## src/rtl/nios_ii_system_pio_pkg.sv

```systemverilog
// Shared constants for the Nios II system parallel I/O ports.
// Register addresses, edge-select encodings and a width helper.
package nios_ii_system_pio_pkg;

  localparam logic [1:0] ADDR_DATA    = 2'd0;
  localparam logic [1:0] ADDR_IRQMASK = 2'd2;
  localparam logic [1:0] ADDR_EDGECAP = 2'd3;

  localparam int EDGE_RISE = 0;
  localparam int EDGE_FALL = 1;
  localparam int EDGE_ANY  = 2;

  function automatic int clog2(input int v);
    int r;
    r = 0;
    while ((1 << r) < v) r++;
    return (r == 0) ? 1 : r;
  endfunction

endpackage

```

## src/rtl/nios_ii_system_key_debounce.sv

```systemverilog
// Single-bit debouncer: dout follows din only after din has
// disagreed with dout for CYCLES consecutive clocks.
module nios_ii_system_key_debounce
  import nios_ii_system_pio_pkg::*;
#(
  parameter logic [15:0] CYCLES = 16'd50000
) (
  input  logic clk,
  input  logic reset,
  input  logic din,
  output logic dout
);

  localparam int CW = clog2(int'(CYCLES) + 1);
  localparam logic [CW-1:0] LAST = CW'(CYCLES - 16'd1);

  logic [CW-1:0] cnt;

  // Count disagreeing cycles; any agreement restarts the count.
  always_ff @(posedge clk or posedge reset) begin
    if (reset) begin
      cnt  <= '0;
      dout <= 1'b0;
    end else if (din == dout) begin
      cnt <= '0;
    end else if (cnt == LAST) begin
      cnt  <= '0;
      dout <= din;
    end else begin
      cnt <= cnt + 1'b1;
    end
  end

endmodule

```

## src/rtl/nios_ii_system_key_in.sv

```systemverilog
// Avalon-MM input PIO with per-bit edge capture and maskable irq.
// Optional per-bit debounce when KEY_IN_DEBOUNCE_EN is defined.
module nios_ii_system_key_in
  import nios_ii_system_pio_pkg::*;
#(
  parameter int          WIDTH           = 4,
  parameter int          EDGE_TYPE       = 1,
  parameter logic [15:0] DEBOUNCE_CYCLES = 16'd50000
) (
  input  logic             clk,
  input  logic             reset,
  input  logic [1:0]       address,
  input  logic             chipselect,
  input  logic             write_n,
  input  logic [31:0]      writedata,
  output logic [31:0]      readdata,
  input  logic [WIDTH-1:0] in_port,
  output logic             irq
);

  logic [WIDTH-1:0] sync1;
  logic [WIDTH-1:0] sync2;
  logic [WIDTH-1:0] cond;
  logic [WIDTH-1:0] cond_d;
  logic [WIDTH-1:0] edge_capture;
  logic [WIDTH-1:0] irq_mask;
  logic [WIDTH-1:0] rise;
  logic [WIDTH-1:0] fall;
  logic [WIDTH-1:0] edge_det;
  logic [31:0]      rd_mux;
  logic             rd_en;
  logic             wr_en;
  logic             unused_ok;

  assign rd_en = chipselect & write_n;
  assign wr_en = chipselect & ~write_n;
  assign unused_ok = ^{writedata, DEBOUNCE_CYCLES};

  // Two-flop synchronizer for the asynchronous pins.
  always_ff @(posedge clk or posedge reset) begin
    if (reset) begin
      sync1 <= '0;
      sync2 <= '0;
    end else begin
      sync1 <= in_port;
      sync2 <= sync1;
    end
  end

`ifdef KEY_IN_DEBOUNCE_EN
  for (genvar i = 0; i < WIDTH; i++) begin : g_deb
    nios_ii_system_key_debounce #(
      .CYCLES(DEBOUNCE_CYCLES)
    ) u_deb (
      .clk  (clk),
      .reset(reset),
      .din  (sync2[i]),
      .dout (cond[i])
    );
  end
`else
  assign cond = sync2;
`endif

  // Previous conditioned value for edge detection.
  always_ff @(posedge clk or posedge reset) begin
    if (reset) cond_d <= '0;
    else       cond_d <= cond;
  end

  assign rise = cond & ~cond_d;
  assign fall = ~cond & cond_d;

  // Select which edge polarity is captured.
  always_comb begin
    edge_det = rise | fall;
    unique case (EDGE_TYPE)
      EDGE_RISE: edge_det = rise;
      EDGE_FALL: edge_det = fall;
      default:   edge_det = rise | fall;
    endcase
  end

  // Sticky capture; a new edge beats a same-cycle clear.
  always_ff @(posedge clk or posedge reset) begin
    if (reset) begin
      edge_capture <= '0;
    end else if (wr_en && address == ADDR_EDGECAP) begin
      edge_capture <= (edge_capture & ~writedata[WIDTH-1:0])
                    | edge_det;
    end else begin
      edge_capture <= edge_capture | edge_det;
    end
  end

  // Interrupt mask register.
  always_ff @(posedge clk or posedge reset) begin
    if (reset) begin
      irq_mask <= '0;
    end else if (wr_en && address == ADDR_IRQMASK) begin
      irq_mask <= writedata[WIDTH-1:0];
    end
  end

  assign irq = |(edge_capture & irq_mask);

  // Zero-extended read mux.
  always_comb begin
    rd_mux = '0;
    case (address)
      ADDR_DATA:    rd_mux[WIDTH-1:0] = cond;
      ADDR_IRQMASK: rd_mux[WIDTH-1:0] = irq_mask;
      ADDR_EDGECAP: rd_mux[WIDTH-1:0] = edge_capture;
      default:      rd_mux = '0;
    endcase
  end

  // Registered read data, zero when not reading.
  always_ff @(posedge clk or posedge reset) begin
    if (reset)      readdata <= '0;
    else if (rd_en) readdata <= rd_mux;
    else            readdata <= '0;
  end

endmodule

```

## config.mk

```make
export PLATFORM = sky130hd
export DESIGN_NAME = nios_ii_system_key_in
export DESIGN_NICKNAME = d
export VERILOG_FILES = /design/src/rtl/nios_ii_system_pio_pkg.sv /design/src/rtl/nios_ii_system_key_debounce.sv /design/src/rtl/nios_ii_system_key_in.sv
export SDC_FILE = /design/constraint.sdc
export NUM_CORES = 1
export LEC_CHECK = 0
export ABC_AREA = 1
export BUFFER_PORTS_ARGS = -buffer_cell sky130_fd_sc_hd__buf_2
export CAP_MARGIN = 20
export CORE_ASPECT_RATIO = 0.5
export CORE_MARGIN = 5
export CORE_UTILIZATION = 45
export CTS_BUF_LIST = sky130_fd_sc_hd__clkbuf_8 sky130_fd_sc_hd__clkbuf_16
export DETAILED_ROUTE_END_ITERATION = 12
export PLACE_DENSITY_LB_ADDON = 0.3
export SLEW_MARGIN = 20
export SYNTH_ARGS = -nofsm -noshare
export SYNTH_HDL_FRONTEND = slang
export SYNTH_HIERARCHICAL = 1
export SYNTH_SLANG_ARGS = --single-unit
export TNS_END_PERCENT = 10
```

## constraint.sdc

```tcl
create_clock -name clk -period 1.6 [get_ports clk]
set_input_delay 0.08 -clock clk [delete_from_list [all_inputs] [get_ports clk]]
set_output_delay 0.08 -clock clk [all_outputs]
set_load 0.01 [all_outputs]
```

==> results of run 1 <==
[worst max-delay path, cell delays in order (launching register included)]
cell and delay [ns]:
dfrtp_1 0.41, nand2_1 0.07, nand4_1 0.09, buf_2 0.15
[layout make-up]
cell class / count / area (um2)
Tap cell: 37 / 46.3
Fill cell: 247 / 1240
Timing Repair Buffer: 24 / 148
Multi-Input combinational cell: 87 / 390
Inverter: 14 / 53.8
Sequential cell: 24 / 601
Clock buffer: 3 / 41.3
Clock inverter: 1 / 30.0
[flip-flops by register name, indices dropped and copies added (netlist names)]
signal	cells
irq_mask	4
readdata	4
sync1	4
cond	4
edge_capture	4
cond_d	4
[routing by layer]
layer	up-vias	part of all wire	track usage
met5	-	0	0
met3	0	0.12	0.0332
met1	341	0.43	0.132
met4	0	0	0.0298
li1	385	-	-
met2	40	0.45	0.186
[what timing repair did]
item | in CTS | in global routing
endpoints found under the hold margin | 28 | 0
hold buffers | 5 | 0
resized for setup | 0 | 0
[stage by stage]
step	setup slack (ns)	total power, W
after floorplan	0.898	0.000862
after global placement	0.726	0.000857
after detailed placement	0.710	0.000860
after CTS	0.520	0.00140
after global routing	0.486	0.00145
final	0.537	0.00138
[how the worst max path moves through the flow]
stage,startpoint,end,slack [ns],cells past startpoint
floorplan,edge_capture[3],readdata[3],0.90,4
global placement,address[1],irq_mask[3],0.73,6
detailed placement,address[1],irq_mask[3],0.71,6
CTS,irq_mask[1],irq,0.52,3
global route,edge_capture[3],irq,0.49,3
finish,irq_mask[1],irq,0.54,3
[layout by cell type, fill, tap and decap left out, types with 2 or more instances in the layout]
cell type	n
inv_1	12
dfrtp_1	24
nor2_4	2
nand2_1	33
conb_1	28
nand2_2	2
buf_2	18
dlygate4sd3_1	5
nand3_1	20
clkbuf_8	3
[power by group]
part / total [W] / switching (W) / internal [W]
logic: 0.000178 / 0.000114 / 0.0000637
registers: 0.000680 / 0.0000292 / 0.000651
clock network: 0.000524 / 0.000189 / 0.000334
[kinds of logic after synthesis]
kind of cell	count (synthesis)
buf+inv	44
flops	24
other cells	1
simple gates	59
==> results.md, run 1 <==
* Simple-gate portion of the synthesized area at 0.243
* Final instance area at 1310 um2
* Number of DRC markers in iteration 0 at 65
* Drt first pass iters at 4
* Largest family of logic cells by synthesized area: buffers and inverters
* Max cap viols at 0
* # DRC at 0
* Postcts setup bufs at 0
* Area grow syn2layout at 11.4%
* Mux share of post-synthesis cell area at 0
* Post-synth top flop: dfrtp_1
* Final number of setup-violating endpoints at 0
* Synth cell count leaders: 33 x nand2_1, 28 x buf_4, 24 x dfrtp_1
* Nets at 196
* Synth area leader: dfrtp_1
* Skew final at 0.00293 ns
* RSZ-0062 raised after global routing: no
* Post-synthesis adder-cell area fraction at 0
* Initial Utilization at 0.461
* Finished Layout Cells at 190
* Crit path DAT at 0.98 ns
* Most numerous cell in the Yosys netlist: nand2_1
* Clk pin slew, worst setup/hold paths at 0.08 ns
* Reg2reg path depth at 4
* Worst-skew pair later-pin latency at 0.27 ns
* Slew Limit Fails at 0
* Worst EP required at 1.52 ns
* Syn Area/Cell at 9.19 um2
* Synth area leaders: dfrtp_1 51%, buf_4 18%, nand2_1 11%, nand3_1 8.5%, inv_1 3.8%
* DR vias/cell at 4.03
* Grt ovf at 0
* R2r setup slk at 0.82 ns
* Io pins at 75
* Synth Area in Compound Gates at 0
* CTS root buf: clkbuf_8
* Hold crit path type: input pin to flip-flop
* Top cell type's share of synthesized area at 0.511
* TNS Setup at 0 ns
* Post-route minimum period at 1.06 ns
* Worst R2R Start: irq_mask[2]
* WHS Path Cells at 3
* Post-route ant nets at 0
* Crit end category: output pin
* Power per cell area at 1050 nW/um2
* Final WL at 1.82 mm
* Die W at 82.3 um
* Placed insts at 181
* CP Max Fanout at 3
* Period utilisation layout at 0.665
* Placed Instance Area at 1190 um2
* WHS Endpoint: irq_mask[3]
* Crit Path Class: flip-flop to output pin
* Initial antenna violation count at 0
* Post-Syn Area at 1180 um2
* Pin count of the biggest net entering global routing at 25
* CTS Buffer Depth at 2
* RR Endpoint: readdata[2]
* Fraction of layout cells with a size suffix above 1 at 0.196
* Yosys reg bits at 24
* Worst setup SP type: flip-flop
* Synth cell types at 13
* GRT Total Usage at 0.108
* FMAX at 940 MHz
* Wire length per cell at 9.57 um
* Status: completed
* Routability Congestion at 0.819
* Cell Rows at 13
* Htree depth at 1
* N_diodes at 0
* Port Buf Inserts at 18
* Sequential element share of the synthesized area at 0.511
* Syn Inst Count at 128
* Max IR drop VDD at 0.454 mV
* Post-layout util at 0.513
* Global-route wire length before repair at 3.04 mm
* Number of flops mapped to enable cells by yosys at 0
* Die area at 3800 um2
* Area of the core at 2550 um2
* Vias in the first global route at 696
* Worst Hold Slack at 0.0577 ns
* Post-synth ARST share at 1.00
* CTS tree: built
* Hold Fails Final Rpt at 0
* Die H at 46.2 um
* Yosys warnings at 6
* Final HPWL from detailed placement at 1.43 mm
* Leakage at 0.748 nW
* Clk sinks at 24
* XOR/XNOR Fraction of Synth Area at 0
* Hold path start: writedata[3]
* Via count at 766
* TritonCTS buffer count at 3
(Power assumes the default switching activity.)
==> run 2, diff against run 1 <==
--- a/config.mk
+++ b/config.mk
@@ -10,7 +10,7 @@
 export CAP_MARGIN = 20
 export CORE_ASPECT_RATIO = 0.5
 export CORE_MARGIN = 5
-export CORE_UTILIZATION = 45
+export CORE_UTILIZATION = 37
 export CTS_BUF_LIST = sky130_fd_sc_hd__clkbuf_8 sky130_fd_sc_hd__clkbuf_16
 export DETAILED_ROUTE_END_ITERATION = 12
 export PLACE_DENSITY_LB_ADDON = 0.3
==> constraint.sdc (replaced) <==
create_clock -name clk -period 0.9 [get_ports clk]
set_input_delay 0.045 -clock clk [delete_from_list [all_inputs] [get_ports clk]]
set_output_delay 0.045 -clock clk [all_outputs]
set_load 0.01 [all_outputs]
==> run 2 against run 1 <==
Against the previous run: critical endpoint unchanged; the flow now finishes with violations (setup timing); combinational power is 120% higher; largest cell class unchanged; worst setup slack worse by 0.65 ns; die area grew 18%; worst hold slack worse by 0.024 ns; sequential share of layout area shrank 0.90 points.
==> results.md, run 2 (synthesis results as in run 1) <==
* Number of DRC markers in iteration 0 at 59 (-9.2%)
* Placed Instance Area at 1200 um2 (+0.95%)
* Final instance area at 1340 um2 (+2.0%)
* Clk pwr share at 0.275 (-0.104)
* Sw Share at 0.263 (+0.0219)
* Post-route minimum period at 1.01 ns
* Critical-path top delay cell: dfrtp_1
* Final HPWL from detailed placement at 1.43 mm (-0.18%)
* CP delay by family, top: flip-flops
* Initial antenna violation count at 0 (unchanged)
* Setup WS post-layout at -0.109 ns (-0.645 ns)
* Crit path DAT at 0.96 ns (-0.02 ns)
* NetSw at 0.000576 W (+73%)
* Hold Fails Final Rpt at 0 (unchanged)
* Clk sinks at 24 (unchanged)
* Via count at 819 (+6.9%)
* Worst Hold Slack at 0.0333 ns (-0.0244 ns)
* Max cap viols at 0 (unchanged)
* Finished Layout Cells at 199 (+4.7%)
* GRT Total Usage at 0.0902 (-0.0175)
* Die W at 89.7 um (+9.0%)
* # DRC at 0 (unchanged)
* Placed insts at 185 (+2.2%)
* Skew final at 0.00613 ns (+0.00320 ns)
* Final number of setup-violating endpoints at 1 (+1)
* Most common cell after layout, fill and taps aside: nand2_1
* RSZ-0062 raised after global routing: yes
* Crit Path Class: flip-flop to output pin
* Io pins at 75 (unchanged)
* Most frequent cells in the layout: 33 x nand2_1, 28 x conb_1, 24 x dfrtp_1
* Worst-skew pair later-pin latency at 0.26 ns (about the same)
* CP Max Fanout at 3 (unchanged)
* Htree depth at 1 (unchanged)
* Vias in the first global route at 754 (+8.3%)
* CTS Buffer Depth at 2 (unchanged)
* Area grow syn2layout at 13.6%
* Cell Rows at 14 (+1)
* Power per cell area at 1640 nW/um2 (+56%)
* Fraction of layout cells with a size suffix above 1 at 0.226 (+0.0303)
* DR vias/cell at 4.12 (+2.1%)
* Port Buf Inserts at 18 (unchanged)
* Grt ovf at 0 (unchanged)
* Die area at 4470 um2 (+18%)
* CTS root buf: clkbuf_8
* Internal at 0.00162 W (+54%)
* CP bufs+invs at 1 (unchanged)
* Status: finished, violations left
* Pin count of the biggest net entering global routing at 25 (unchanged)
* Wire length per cell at 9.72 um (+1.6%)
* Nets at 203 (+3.6%)
* Routability Congestion at 0.835 (+1.9%)
* Worst EP required at 0.85 ns (-0.67 ns)
* CTS tree: built
* Max IR drop VDD at 1.16 mV (+160%)
* N_diodes at 0 (unchanged)
* Drt first pass iters at 4 (unchanged)
* FMAX at 991 MHz
* Die H at 49.9 um (+8.0%)
* Period utilisation layout at 1.12
* Power share of the combinational group at 0.179 (+0.050)
* Worst setup SP type: flip-flop
* CP max stage delay at 0.40 ns (about the same)
* Crit end category: output pin
* TritonCTS buffer count at 3 (unchanged)
* Post-route ant nets at 0 (unchanged)
* Global-route wire length before repair at 3.30 mm (+8.6%)
* Fillers at 298 (+21%)
* Final WL at 1.94 mm (+6.4%)
* Initial Utilization at 0.388 (-0.0724)
* Hold crit path type: input pin to flip-flop
* Leakage at 0.768 nW (+2.6%)
* TNS Setup at -0.109 ns (-0.109 ns)
* Area of the core at 3030 um2 (+19%)
* Failing checks: setup timing
* Seq pwr share at 0.547 (+0.055)
* Slew Limit Fails at 0 (unchanged)
* Clk pin slew, worst setup/hold paths at 0.08 ns (about the same)
* CTS resizes at 0 (unchanged)
* CP cell instances: nand2_1 > nand4_1 > buf_2
-- run 2: cell count changes in the layout (fill, tap and decap cells not counted), sizes merged --
cell / delta
bufinv: -1
buf: +7
-- run 2: stage by stage --
| stage | utilization | total power (W) | worst slack, ns |
|---|---|---|---|
| final | 0.441 | 0.00219 | -0.109 |
| after global routing | 0.441 | 0.00234 | -0.158 |
| after CTS | 0.441 | 0.00221 | -0.115 |
| after detailed placement | 0.396 | 0.00153 | 0.113 |
| after global placement | 0.396 | 0.00153 | 0.127 |
| after floorplan | - | 0.00153 | 0.198 |
-- run 2: worst reg2reg max path, stage by stage, from the launching register on --
cell	delay, ns
dfrtp_1	0.39
buf_4	0.14
nand3_1	0.08
nand3_1	0.07
nand2_1	0.06
inv_1	0.03
-- run 2: path summary, 6_finish.rpt --
check	from	depth (start not counted)	slack, ns	endpoint
max in group asynchronous	reset	4	0.31	cond[0]
setup / recovery	edge_capture[3]	3	-0.11	irq
hold / removal	writedata[1]	3	0.03	irq_mask[1]
hold reg to reg	sync1[2]	0	0.34	cond[2]
setup reg to reg	irq_mask[0]	5	0.03	readdata[0]
min in group asynchronous	reset	4	0.36	irq_mask[2]
-- run 2: power by group through the flow --
stage | Sequential [W] | Clock, W | Combinational [W]
4_1_cts | 0.00120 | 0.000627 | 0.000389
2_1_floorplan | 0.00122 | 0 | 0.000313
5_1_grt | 0.00121 | 0.000686 | 0.000445
6_report | 0.00120 | 0.000602 | 0.000392
3_5_place_dp | 0.00123 | 0 | 0.000306
3_3_place_gp | 0.00123 | 0 | 0.000300
-- run 2: layer usage --
layer	part of all wire	vias to the layer above	GRT usage
li1	-	398	-
met1	0.40	376	0.101
met2	0.47	43	0.170
met3	0.13	2	0.0319
met4	0.0031	0	0.0126
met5	0	-	0
-- run 2: cell type report --
class	instances	area [um2]	share of cell area
multi-input cells	87	390	0.292
inverters	14	53.8	0.0403
repair buffers	31	200	0.150
well taps	40	50.0	0.0375
clock buffers	3	41.3	0.0309
flip-flops and latches	24	601	0.449
-- run 2: timing repair --
item / in CTS / in global routing
hold buffers: 5 / 0
setup buffers: 6 / 0
endpoints found under the setup margin: 1 / 5
pin swaps: 2 / 7
hold endpoints to repair: 28 / 0
